<file path="config.mk">
export PLATFORM = sky130hd
export DESIGN_NAME = sca_mode_decoder
export DESIGN_NICKNAME = d
export VERILOG_FILES = /design/src/rtl/sca_ctl_pkg.sv /design/src/rtl/sca_ctl_filter.sv /design/src/rtl/sca_mode_decoder.sv
export SDC_FILE = /design/constraint.sdc
export NUM_CORES = 1
export LEC_CHECK = 0
export BUFFER_PORTS_ARGS = -buffer_cell sky130_fd_sc_hd__buf_2
export CAP_MARGIN = 40
export CORE_MARGIN = 8
export CORE_UTILIZATION = 56
export DETAILED_ROUTE_END_ITERATION = 8
export HOLD_SLACK_MARGIN = 0.1
export PLACE_DENSITY = 0.79
export SYNTH_ARGS = -nofsm -noshare
export SYNTH_HDL_FRONTEND = slang
export SYNTH_SLANG_ARGS = --single-unit
</file>
<file path="constraint.sdc">
create_clock -name clock -period 2.22 [get_ports clock]
set_input_delay 0.111 -clock clock [delete_from_list [all_inputs] [get_ports clock]]
set_output_delay 0.111 -clock clock [all_outputs]
set_load 0.005 [all_outputs]
</file>
<file path="src/rtl/sca_ctl_pkg.sv">
// Shared code constants and helpers for the SCA control-bus mode decoder.
package sca_ctl_pkg;

  localparam int MODE_IDLE             = 0;
  localparam int MODE_TX_SYNC          = 1;
  localparam int MODE_GBT_LOOPBACK     = 2;
  localparam int MODE_LED_SYNC         = 3;
  localparam int DEFAULT_STABLE_CYCLES = 4;
  localparam int MAX_MODES             = 256;

  // Returns a one-hot vector with bit 'code' set; callers cast it down to their own mode count.
  function automatic logic [MAX_MODES-1:0] onehot(input int code, input int num_modes);
    logic [MAX_MODES-1:0] v;
    v = '0;
    for (int i = 0; i < MAX_MODES; i++) begin
      if (i == code && i < num_modes) v[i[7:0]] = 1'b1;
    end
    return v;
  endfunction

endpackage

</file>
<file path="src/rtl/sca_ctl_filter.sv">
// Two-flop synchroniser plus stable-run qualifier for the raw SCA control lines.
module sca_ctl_filter
  import sca_ctl_pkg::*;
#(
  parameter int CTL_WIDTH     = 3,
  parameter int STABLE_CYCLES = DEFAULT_STABLE_CYCLES
) (
  input  logic                 clock,
  input  logic                 reset_n,
  input  logic [CTL_WIDTH-1:0] sca_ctl,
  output logic [CTL_WIDTH-1:0] candidate,
  output logic                 accept
);

  localparam logic [7:0] STABLE_MAX = 8'(STABLE_CYCLES);

  logic [CTL_WIDTH-1:0] sync_q1;
  logic [CTL_WIDTH-1:0] ctl_s;
  logic [CTL_WIDTH-1:0] cand_q;
  logic [7:0]           cnt_q;
  logic [7:0]           cnt_d;

  // NOTE: state registers use non-blocking assignments so every flop samples pre-edge values.
  always_ff @(posedge clock or negedge reset_n) begin
    if (!reset_n) begin
      sync_q1 <= '0;
      ctl_s   <= '0;
      cand_q  <= '0;
      cnt_q   <= '0;
    end else begin
      sync_q1 <= sca_ctl;
      ctl_s   <= sync_q1;
      cand_q  <= ctl_s;
      cnt_q   <= cnt_d;
    end
  end

  // NOTE: every branch assigns cnt_d, so no latch is inferred.
  always_comb begin
    if (ctl_s != cand_q)          cnt_d = 8'd1;
    else if (cnt_q == STABLE_MAX) cnt_d = cnt_q;
    else                          cnt_d = cnt_q + 8'd1;
  end

  // Strobe on the edge where the run reaches its threshold, so the top can commit on that same edge.
  assign accept    = (cnt_d == STABLE_MAX) && ((cnt_q != STABLE_MAX) || (ctl_s != cand_q));
  assign candidate = ctl_s;

endmodule

</file>
<file path="src/rtl/sca_mode_decoder.sv">
// Qualifies the SCA control bus and decodes it into registered mode levels, pulses and a change count.
module sca_mode_decoder
  import sca_ctl_pkg::*;
#(
  parameter int  CTL_WIDTH     = 3,
  parameter int  STABLE_CYCLES = DEFAULT_STABLE_CYCLES,
  parameter int  MAX_CODE      = MODE_LED_SYNC,
  parameter int  CNT_WIDTH     = 8,
  parameter int  TX_SYNC_CODE  = MODE_TX_SYNC,
  parameter int  LOOPBACK_CODE = MODE_GBT_LOOPBACK,
  parameter int  LED_SYNC_CODE = MODE_LED_SYNC,
  localparam int NUM_MODES     = 2**CTL_WIDTH
) (
  input  logic                 clock,
  input  logic                 reset_n_i,
  input  logic [CTL_WIDTH-1:0] sca_ctl_i,
  output logic [NUM_MODES-1:0] mode_onehot_o,
  output logic [CTL_WIDTH-1:0] active_code_o,
  output logic                 tx_sync_mode,
  output logic                 gbt_loopback_mode,
  output logic                 led_sync_mode,
  output logic                 mode_change_o,
  output logic                 illegal_code_o,
  output logic [CNT_WIDTH-1:0] change_cnt_o
);

  localparam logic [CTL_WIDTH-1:0] IDLE_C = CTL_WIDTH'(MODE_IDLE);
  localparam logic [CTL_WIDTH-1:0] MAX_C  = CTL_WIDTH'(MAX_CODE);
  localparam logic [CTL_WIDTH-1:0] TX_C   = CTL_WIDTH'(TX_SYNC_CODE);
  localparam logic [CTL_WIDTH-1:0] LB_C   = CTL_WIDTH'(LOOPBACK_CODE);
  localparam logic [CTL_WIDTH-1:0] LED_C  = CTL_WIDTH'(LED_SYNC_CODE);

  logic [1:0]           rst_sync_q;
  logic                 reset_n;
  logic [CTL_WIDTH-1:0] candidate;
  logic                 accept;
  logic [CTL_WIDTH-1:0] active_d;
  logic                 change_d;
  logic                 illegal_d;
  logic [CNT_WIDTH-1:0] cnt_d;
  logic [NUM_MODES-1:0] onehot_d;

  // Asserts with reset_n_i, releases two clocks after it.
  always_ff @(posedge clock or negedge reset_n_i) begin
    if (!reset_n_i) rst_sync_q <= '0;
    else            rst_sync_q <= {rst_sync_q[0], 1'b1};
  end
  assign reset_n = rst_sync_q[1];

  sca_ctl_filter #(
    .CTL_WIDTH    (CTL_WIDTH),
    .STABLE_CYCLES(STABLE_CYCLES)
  ) u_filter (
    .clock    (clock),
    .reset_n  (reset_n),
    .sca_ctl  (sca_ctl_i),
    .candidate(candidate),
    .accept   (accept)
  );

  // Reserved codes fall back to idle; a change pulse only if that actually moves the active code.
  always_comb begin
    active_d  = active_code_o;
    change_d  = 1'b0;
    illegal_d = 1'b0;
    if (accept && (candidate != active_code_o)) begin
      if (candidate > MAX_C) begin
        active_d  = IDLE_C;
        illegal_d = 1'b1;
        change_d  = (active_code_o != IDLE_C);
      end else begin
        active_d  = candidate;
        change_d  = 1'b1;
      end
    end
  end

  always_comb begin
    cnt_d = change_cnt_o;
    if (change_d && (change_cnt_o != '1)) cnt_d = change_cnt_o + 1'b1;
  end

  assign onehot_d = NUM_MODES'(onehot(int'(active_d), NUM_MODES));

  // NOTE: reset is asynchronous assert so outputs drop to idle without waiting for a clock.
  always_ff @(posedge clock or negedge reset_n) begin
    if (!reset_n) begin
      active_code_o     <= IDLE_C;
      mode_onehot_o     <= NUM_MODES'(1);
      tx_sync_mode      <= 1'b0;
      gbt_loopback_mode <= 1'b0;
      led_sync_mode     <= 1'b0;
      mode_change_o     <= 1'b0;
      illegal_code_o    <= 1'b0;
      change_cnt_o      <= '0;
    end else begin
      active_code_o     <= active_d;
      mode_onehot_o     <= onehot_d;
      tx_sync_mode      <= (active_d == TX_C);
      gbt_loopback_mode <= (active_d == LB_C);
      led_sync_mode     <= (active_d == LED_C) || (active_d == LB_C);
      mode_change_o     <= change_d;
      illegal_code_o    <= illegal_d;
      change_cnt_o      <= cnt_d;
    end
  end

endmodule
</file>
==> summary.md <==
| Metric | Value |
|---|---|
| Status | completed |
| Final HPWL DP | roughly 2500 um |
| Share of layout cells above drive strength 1 | about 30% |
| Hold Violations, Final | 0 |
| Initial antenna violation count | 0 |
| Yosys reg bits | just over 40 |
| Tot GR Track Use | between 10% and 20% |
| Shortest period the worst path allows | ~2200 ps |
| Max IR drop VDD | 595 uV |
| Synth Flop Type | dfrtp_1 |
| CP Max Fanout | 14 |
| Arrival @ worst endpoint | 2390 ps |
| Total length of routed wires | ~3600 um |
| Pwr per Cell Area | around 640 mW/mm2 |
| Die area | approximately 0.0053 mm2 |
| CTS buffer count | 5 |
| Power Internal | roughly 1.1 mW |
| Post-Synthesis Net Count | ~160 |
| Crit-path cells | inv_1 > ha_4 > nor4bb_1 > nand2_1 > nand2b_4 > nor4b_4 > buf_6 > o41ai_1 |
| Slew Limit Fails | 0 |
| WL/cell | approximately 15 um |
| Most frequent cells after synthesis | dfrtp_1, xnor2_1, nand3_1, nor2_1 |
| R2R cell count | 8 |
| Post-route design area | ~0.0022 mm2 |
| H-tree depth | 2 |
| Initial core utilization | between 50% and 60% |
| Max frequency | between 400 and 500 MHz |
| Share of the synthesized area in the top cell type | 55.4% |
| Setup CP Type | reg -> reg |
| Clock power share | 34.7% |
| EDFF count, synth | 0 |
| Register area share after synthesis | between 50 and 60% |
| Core Util, Final | roughly 72% |
| Worst Setup End Kind | register |
| CP Launch Type | register |
| Core Rows | 20 |
| Area leader, netlist | dfrtp_1 |
| Finish-stage setup viols | 0 |
| Levels on crit path | 8 |
| Vias in the first global route | between 1k and 1.5k |
| Async set-or-reset flop fraction in the synthesized netlist | 100% |
| Drt drc | 0 |
| Initial drt markers | 63 |
| CTS tree | built |
| Final RePlAce weighted congestion | 0.806 |
| Die Ht | ~73 um |
| Ys Warns | 0 |
| Max Cap Viol | 0 |
| Clock buffer depth | 2 |
| # IOs | 29 |
| Reg clk slew, reported paths | between 100 and 150 ps |
| Clock skew | ~7.6 ps |
| CP max-delay cell | nor4bb_1 |
| Worst hold path type | reg -> async |
| Critical path's largest stage delay | between 400 and 500 ps |
| Synth top area cells | dfrtp_1, xnor2_1, nand3_1 |
| Skew-Pair Late Insertion Delay | around 340 ps |
| N_diodes | 0 |
| Switching Power | around 0.31 mW |
| Largest net degree at the start of global routing | 40 |
| Post-route ant nets | 0 |
| Layout area overhead | 22.0% |
| First-pass GRT wire length | between 5000 and 6000 um |
| Post-Syn Area | 0.00181 mm2 |
| DR vias/cell | between 5 and 6 |
| Cells after Synth | about 160 |
| WP data required | around 2400 ps |
| CTS Sinks | between 40 and 50 |
| Fin crit share | between 90 and 100% |
| Sw Ratio | ~22% |
| Root buffer selected by CTS | clkbuf_4 |
| Placed cell area | 0.00200 mm2 |
| Total iterations of the first detailed-routing run | 4 |
| Core area | 0.00305 mm2 |
| Die Wd | approximately 73 um |
| Mapped Avg Cell Area | ~12 um2 |
| I/O Buffers | 28 |
| Most common cell in the synthesized netlist | dfrtp_1 |
| Register share of total power | approximately 56% |
| Crit-path leading delay family | simple AND/OR/NAND/NOR gates |
| Lkg Pwr | around 1.1 nW |
| Cell variety after synth | 38 |
| Nets@finish | about 210 |
| GRT overflow | 0 |
| Comb power frac | a little under 10% |
| Vias | ~1.3k |
| CP bufs+invs | 2 |
-- layout make-up --
type                       count  area [um2]
sequential                    41        1030
fill                         229         850
multi-input combinational    100         721
timing repair buffer          46         292
clock buffer                   7        55.1
tap                           44        55.1
clock inverter                 1        30.0
inverter                       6        22.5
-- repair_timing --
| action | 4_1_cts | 5_1_grt |
|---|---|---|
| buffers inserted | 0 | 4 |
| gates resized for setup | 0 | 7 |
| endpoints found under the setup margin | 0 | 21 |
| hold buffers | 5 | 0 |
| endpoints found under the hold margin | 5 | 0 |
-- worst paths after layout --
| check | endpoint | from | slack, ps |
|---|---|---|---|
| hold reg to reg | u_filter.cnt_q[5] | rst_sync_q[1] | 290 |
| hold / removal | u_filter.cnt_q[5] | rst_sync_q[1] | 290 |
| setup reg to reg | mode_onehot_o[1] | u_filter.cnt_q[0] | 40 |
| max in group asynchronous | rst_sync_q[1] | reset_n_i | 1490 |
| setup / recovery | mode_onehot_o[1] | u_filter.cnt_q[0] | 40 |
| min in group clock | u_filter.candidate[1] | u_filter.sync_q1[1] | 360 |
-- placed cells by master, fill, tap and decap left out, types with 3 or more instances in the layout --
cell type / synthesis / routed
dfrtp_1: 40 / 39
xnor2_1: 18 / 18
nand4_1: 4 / 4
nor2_1: 10 / 10
nand2_1: 5 / 5
inv_1: 6 / 6
nand3_1: 12 / 12
clkbuf_4: 0 / 5
dlygate4sd3_1: 0 / 5
nor3_1: 6 / 6
buf_2: 4 / 28
nor2b_1: 3 / 3
buf_4: 3 / 12
and3_1: 4 / 4
nand2b_1: 6 / 5
-- per-layer routing --
metal	wire, um	GRT usage, %	vias up
met2	1810	22.8	28
met5	0	0	-
li1	-	-	617
met1	1520	16.2	634
met4	86	6.67	0
met3	152	4.95	12
-- registers in the layout, summed over array words and instances (netlist names) --
register / cells
u_filter.cand_q: 3
led_sync_mode: 1
u_filter.candidate: 3
illegal_code_o: 1
rst_sync_q: 2
mode_onehot_o: 8
active_code_o: 3
u_filter.sync_q1: 3
u_filter.cnt_q: 8
mode_change_o: 1
change_cnt_o: 8
-- logic make-up (layout without fill, tap and decap cells) --
logic type / count (synthesis) / after routing / synth area share (%)
other cells: 1 / 1 / 0.208
buf+inv: 15 / 60 / 4.85
flops: 41 / 41 / 56.9
fa+ha+maj: 3 / 3 / 2.08
mux: 3 / 3 / 1.73
xor+xnor: 20 / 20 / 9.70
simple gates: 58 / 58 / 18.9
compound gates: 15 / 15 / 5.68
-- power groups by stage --
stage	Clock, mW	Sequential, mW	Combinational, mW
final	0.493	0.791	0.138
after global routing	0.535	0.794	0.153
after CTS	0.504	0.792	0.123
after detailed placement	0	0.806	0.115
after global placement	0	0.804	0.110
after floorplan	0	0.810	0.0703
-- stage by stage --
stage	setup WS (ps)	hold WS [ps]	instances	TNS [ps]	total power [mW]
6_report	43.4	294	245	0	1.42
5_1_grt	-42.5	342	245	-125	1.48
4_1_cts	4.59	311	241	0	1.42
3_5_place_dp	31.4	-101	228	0	0.921
3_3_place_gp	159	-105	228	0	0.915
2_1_floorplan	204	-185	156	0	0.880
Note: power is estimated with default switching activity, not from simulation.
